[config.mk]
export PLATFORM = sky130hd
export DESIGN_NAME = fpu_addsub_issue_flat
export DESIGN_NICKNAME = d
export VERILOG_FILES = /design/src/rtl/fpu_addsub_issue_if.sv /design/src/rtl/fpu_addsub_issue.sv /design/src/flat_wrapper.sv
export SDC_FILE = /design/constraint.sdc
export NUM_CORES = 1
export LEC_CHECK = 0
export BUFFER_PORTS_ARGS = -buffer_cell sky130_fd_sc_hd__buf_2
export CORE_UTILIZATION = 50
export DETAILED_ROUTE_END_ITERATION = 16
export HOLD_SLACK_MARGIN = 0.06
export MAX_ROUTING_LAYER = met4
export PLACE_DENSITY = 0.74
export SLEW_MARGIN = 15
export SYNTH_ARGS = -nofsm -noshare
export SYNTH_HDL_FRONTEND = slang
export SYNTH_SLANG_ARGS = --single-unit
[constraint.sdc]
create_clock -name clk -period 2.3 [get_ports clk]
set_input_delay 0.115 -clock clk [delete_from_list [all_inputs] [get_ports clk]]
set_output_delay 0.115 -clock clk [all_outputs]
set_load 0.1 [all_outputs]
[src/rtl/fpu_addsub_issue_if.sv]
// Operand-in / result-out handshake bundle for the add/sub issue controller.
// The master drives operands and out_ready; the slave returns in_ready and FIFO results.
interface fpu_addsub_issue_if #(
  parameter int WIDTH = 32
);
  logic             in_valid;
  logic             in_ready;
  logic [WIDTH-1:0] in_a;
  logic [WIDTH-1:0] in_b;
  logic             in_op;
  logic             out_valid;
  logic             out_ready;
  logic [WIDTH-1:0] out_r;

  modport master (
    output in_valid, in_a, in_b, in_op, out_ready,
    input  in_ready, out_valid, out_r
  );

  modport slave (
    input  in_valid, in_a, in_b, in_op, out_ready,
    output in_ready, out_valid, out_r
  );
endinterface

[src/rtl/fpu_addsub_issue.sv]
// Issue/collect controller for a fixed-latency, non-stallable add/sub pipeline.
// Credits (FIFO occupancy plus in-flight ops) gate admission so no result is ever dropped.
module fpu_addsub_issue #(
  parameter int WIDTH   = 32,
  parameter int LATENCY = 5,
  parameter int DEPTH   = 8
) (
  input  logic                          clk,
  input  logic                          arst_n,
  fpu_addsub_issue_if.slave             bus,
  output logic [WIDTH-1:0]              pipe_a,
  output logic [WIDTH-1:0]              pipe_b,
  output logic                          pipe_op,
  input  logic [WIDTH-1:0]              pipe_r,
  output logic [$clog2(LATENCY+2)-1:0]  inflight,
  output logic                          ovf_err
);

  localparam int PW = $clog2(DEPTH);
  localparam int CW = $clog2(DEPTH + 1);
  localparam int IW = $clog2(LATENCY + 2);

  logic [LATENCY:0] vld_r;
  logic [PW-1:0]    wr_ptr_r;
  logic [PW-1:0]    rd_ptr_r;
  logic [CW-1:0]    fifo_count_r;
  logic [WIDTH-1:0] mem_r [DEPTH];

  logic [CW:0]      credit_s;
  logic             accept_s;
  logic             capture_s;
  logic             pop_s;
  logic             push_s;
  logic             full_s;

  function automatic logic [PW-1:0] ptr_inc(input logic [PW-1:0] p);
    if (p == PW'(DEPTH - 1)) begin
      return {PW{1'b0}};
    end else begin
      return p + PW'(1'b1);
    end
  endfunction

  // Handshake and credit decode; in_ready depends on registers only.
  always_comb begin
    credit_s      = {1'b0, fifo_count_r} + (CW+1)'(inflight);
    bus.in_ready  = (credit_s < (CW+1)'(DEPTH));
    bus.out_valid = (fifo_count_r != {CW{1'b0}});
    bus.out_r     = mem_r[rd_ptr_r];
    accept_s      = bus.in_valid & bus.in_ready;
    capture_s     = vld_r[LATENCY];
    pop_s         = bus.out_valid & bus.out_ready;
    full_s        = (fifo_count_r == CW'(DEPTH));
    // A full FIFO can still take a capture if the head leaves on the same edge.
    push_s        = capture_s & (~full_s | pop_s);
  end

  // Operand registers feeding the pipeline; hold when nothing is accepted.
  always_ff @(posedge clk or negedge arst_n) begin
    if (!arst_n) begin
      pipe_a  <= {WIDTH{1'b0}};
      pipe_b  <= {WIDTH{1'b0}};
      pipe_op <= 1'b0;
    end else if (accept_s) begin
      pipe_a  <= bus.in_a;
      pipe_b  <= bus.in_b;
      pipe_op <= bus.in_op;
    end
  end

  // In-flight tracking: valid shift register plus its running popcount.
  always_ff @(posedge clk or negedge arst_n) begin
    if (!arst_n) begin
      vld_r    <= {(LATENCY+1){1'b0}};
      inflight <= {IW{1'b0}};
    end else begin
      vld_r <= {vld_r[LATENCY-1:0], accept_s};
      case ({accept_s, capture_s})
        2'b10:   inflight <= inflight + IW'(1'b1);
        2'b01:   inflight <= inflight - IW'(1'b1);
        default: inflight <= inflight;
      endcase
    end
  end

  // Result FIFO storage, pointers and occupancy.
  always_ff @(posedge clk or negedge arst_n) begin
    if (!arst_n) begin
      for (int i = 0; i < DEPTH; i++) begin
        mem_r[i] <= {WIDTH{1'b0}};
      end
      wr_ptr_r     <= {PW{1'b0}};
      rd_ptr_r     <= {PW{1'b0}};
      fifo_count_r <= {CW{1'b0}};
    end else begin
      if (push_s) begin
        mem_r[wr_ptr_r] <= pipe_r;
        wr_ptr_r        <= ptr_inc(wr_ptr_r);
      end
      if (pop_s) begin
        rd_ptr_r <= ptr_inc(rd_ptr_r);
      end
      case ({push_s, pop_s})
        2'b10:   fifo_count_r <= fifo_count_r + CW'(1'b1);
        2'b01:   fifo_count_r <= fifo_count_r - CW'(1'b1);
        default: fifo_count_r <= fifo_count_r;
      endcase
    end
  end

  // Sticky overflow flag: a capture found no room and no simultaneous pop.
  always_ff @(posedge clk or negedge arst_n) begin
    if (!arst_n) begin
      ovf_err <= 1'b0;
    end else if (capture_s && full_s && !pop_s) begin
      ovf_err <= 1'b1;
    end
  end

endmodule
[src/flat_wrapper.sv]
// flat-port wrapper written by rule: the top's interface ports become plain ports
module fpu_addsub_issue_flat 
#(
  parameter int WIDTH   = 32,
  parameter int LATENCY = 5,
  parameter int DEPTH   = 8
)
  (clk, arst_n, pipe_a, pipe_b, pipe_op, pipe_r, inflight, ovf_err, bus_in_valid, bus_in_a, bus_in_b, bus_in_op, bus_out_ready, bus_in_ready, bus_out_valid, bus_out_r);
  fpu_addsub_issue_if #(.WIDTH(WIDTH)) bus_i ();
  input  logic clk;
  input  logic arst_n;
  output logic [WIDTH-1:0] pipe_a;
  output logic [WIDTH-1:0] pipe_b;
  output logic pipe_op;
  input  logic [WIDTH-1:0] pipe_r;
  output logic [$clog2(LATENCY+2)-1:0] inflight;
  output logic ovf_err;
  input wire logic [$bits(bus_i.in_valid)-1:0] bus_in_valid;
  input wire logic [$bits(bus_i.in_a)-1:0] bus_in_a;
  input wire logic [$bits(bus_i.in_b)-1:0] bus_in_b;
  input wire logic [$bits(bus_i.in_op)-1:0] bus_in_op;
  input wire logic [$bits(bus_i.out_ready)-1:0] bus_out_ready;
  output wire logic [$bits(bus_i.in_ready)-1:0] bus_in_ready;
  output wire logic [$bits(bus_i.out_valid)-1:0] bus_out_valid;
  output wire logic [$bits(bus_i.out_r)-1:0] bus_out_r;
  assign bus_i.in_valid = bus_in_valid;
  assign bus_i.in_a = bus_in_a;
  assign bus_i.in_b = bus_in_b;
  assign bus_i.in_op = bus_in_op;
  assign bus_i.out_ready = bus_out_ready;
  assign bus_in_ready = bus_i.in_ready;
  assign bus_out_valid = bus_i.out_valid;
  assign bus_out_r = bus_i.out_r;
  fpu_addsub_issue #(.WIDTH(WIDTH), .LATENCY(LATENCY), .DEPTH(DEPTH)) u_core (.clk(clk), .arst_n(arst_n), .bus(bus_i), .pipe_a(pipe_a), .pipe_b(pipe_b), .pipe_op(pipe_op), .pipe_r(pipe_r), .inflight(inflight), .ovf_err(ovf_err));
endmodule
==> flow_summary.yaml <==
outcome:
  outcome: "finished, violations left"
  violations: "setup timing"
yosys:
  synth_fp_nets: 996
  muxShareOfSynthArea: 0.373
  yosysTopAreaCellShare: 0.573
  yosys.area_share.simple: 0.0114
  netlist_area_mm2: 0.0149
  synth_compound_area_frac: 0.00613
  synth-seq-cells: 341
  yosysUniqueCellTypes: 37
  synth_top_family_by_area: "multiplexers"
  synth_cells: 884
  postSynthAreaPerCell_um2: 16.8
  synthAdderAreaFrac: 0.00975
  yosys_warnings: 0
  ys_seq_area_frac: 0.573
  synth-xor-area-share: 0.00529
  synthTopCellsByArea: "dfrtp_1 (57%), mux2_2 (24%), mux4_2 (9.7%)"
  yosysTopAreaCell: "dfrtp_1"
floorplan:
  die_area_mm2: 0.0305
  fp-row-count: 62
  die_w_um: 175
  initial_core_util: 0.513
  pin_count: 204
  die_h_um: 175
  core_area_mm2: 0.0290
cells_and_area:
  nets: 1339
  fill_cells: 1979
  final_common_cell: "dfrtp_1"
  antenna_cells: 0
  multi_input_area_mm2: 0.00622
  layout.cells.non_filler: 1630
  final_cell_mix: "dfrtp_1 (333), mux2_2 (299), buf_2 (170)"
  design_area_mm2: 0.0197
  final-seq-area_mm2: 0.00855
  post-route-util: 0.679
  areaGrowthSynthToFinish_pct: 32.4
  drive_gt1_frac: 0.608
route:
  via_per_inst: 5.43
  wirelength_um: 33600
  ant_nets: 0
  drc: 0
  drtIter0Drc: 360
  via_count: 8850
  firstDrtPassIters: 4
  wl_per_cell_um: 20.6
sta:
  skew_ns: 0.0205
  hold_violations: 0
  finalSetupViolations: 32
  maxSlewHeadroom: 0.621
  slew_viol_final: 0
  setup_slack_ns: -0.116
  period_needed_ns: 2.42
  hold_ws_ns: 0.139
  fin_crit_sh: 1.05
  worst_slew_pin_slew_ns: 0.568
  rsz0062_at_grt: "yes"
  max_freq_mhz: 414
placement:
  globalplace.congestion: 0.739
  dp_hpwl_um: 19300
  dpl.cell_count: 1458
  port_buffers: 203
  placed_area_mm2: 0.0168
worst_setup_path:
  start_kind: "flop"
  crit_path_end_kind: "primary output"
  required_ns: 2.18
  crit_type: "flop to primary output"
  path_max_fanout: 7
  worstPathArrival_ns: 2.30
clock_tree:
  ctsHtreeMaxLevel: 2
  cts_buffer_depth: 3
  root_buffer: "clkbuf_16"
  cts_tree: "built"
  cts_buffers: 38
  clock_latency_ns: 0.52
  clk_pin_slew_ns: 0.06
  cts_sinks: 341
global_route:
  grt_pass1_vias: 9834
  grt_usage: 0.234
  grt_pass1_wl_um: 53900
  grt_overflow: 0
  antenna_found_initial: 0
  grt_max_degree: 68
run:
  drv_cap: 0
min_path:
  hp-class: "primary input to flop"
metal layers:
metal  track usage  share of wire
met1         0.306           0.44
met2         0.385           0.50
met3        0.0409          0.051
met4        0.0475          0.013
met5             -              0
worst max-delay path, cell delays in order (launching register included):
cell	delay (ns)
dfrtp_4	0.45
buf_12	0.17
clkbuf_16	0.18
mux4_2	0.50
mux2_2	0.28
buf_6	0.18
repair_timing:
action | 4_1_cts | 5_1_grt
endpoints found under the hold margin | 558 | 0
cloned | 2 | 3
setup endpoints to repair | 34 | 54
hold buffers | 99 | 0
gates resized for setup | 113 | 30
pin swaps | 0 | 3
setup buffers | 5 | 4
sequential cells by signal (all words and copies together) (netlist names):
| name | count |
|---|---|
| u_core.pipe_a | 32 |
| u_core.fifo_count_r | 4 |
| u_core.ovf_err | 1 |
| u_core.inflight | 3 |
| u_core.mem_r | 256 |
| u_core.wr_ptr_r | 3 |
| u_core.rd_ptr_r | 3 |
| u_core.pipe_b | 32 |
| u_core.pipe_op | 1 |
| u_core.vld_r | 6 |
layout make-up:
class	count	share of cell area
Clock buffer	49	0.0545
Tap cell	384	0.0244
Timing Repair Buffer	360	0.164
Inverter	6	0.00127
Sequential cell	341	0.434
Multi-Input combinational cell	480	0.316
Clock inverter	10	0.00666
Yosys cell counts (all sizes together):
library cell / n
buf: 41
nand3: 1
nand4b: 4
a21boi: 1
and2: 1
a21oi: 1
or4b: 2
dfrtp: 341
a21o: 2
a31oi: 1
inv: 6
nand4: 1
nand2: 10
ha: 10
o41ai: 1
mux4: 64
nand3b: 2
a31o: 2
mux2i: 1
mux2: 354
a211oi: 1
xnor2: 2
clkbuf: 16
nor3: 3
nor2: 3
fa: 1
o21ai: 1
a22oi: 1
nand2b: 2
xor2: 7
nor2b: 1
logic make-up (layout without fill, tap and decap cells):
logic type                 count (synthesis)  in the layout
buffers and inverters                     63            425
xor gates and xnor gates                   9              9
and+or+nand+nor                           30             30
adders and majority gates                 11             11
AOI/OAI and AO/OA                         11             11
DFF                                      341            341
muxes                                    419            419
path summary, 6_finish.rpt:
path,startpoint,to,slack [ns],depth (start not counted)
setup / recovery,u_core.rd_ptr_r[0],bus_out_r[11],-0.12,5
hold / removal,bus_in_valid,u_core.inflight[0],0.14,5
setup reg to reg,u_core.inflight[1],u_core.inflight[1],0.03,9
hold reg to reg,u_core.vld_r[0],u_core.vld_r[1],0.35,0
max in group asynchronous,arst_n,u_core.vld_r[0],1.32,3
min in group asynchronous,arst_n,u_core.mem_r[2],0.18,2
per-stage QoR:
stage          worst slack (ns)  TNS [ns]
2_1_floorplan             -1.07    -54.60
3_3_place_gp             0.0576         0
3_5_place_dp            -0.0226   -0.0226
4_1_cts                  -0.131     -2.74
5_1_grt                  -0.170     -4.09
6_report                 -0.116     -2.16
Power is not shown: default switching activity piles up to over one toggle a cycle in this logic, so the estimate is an artifact.
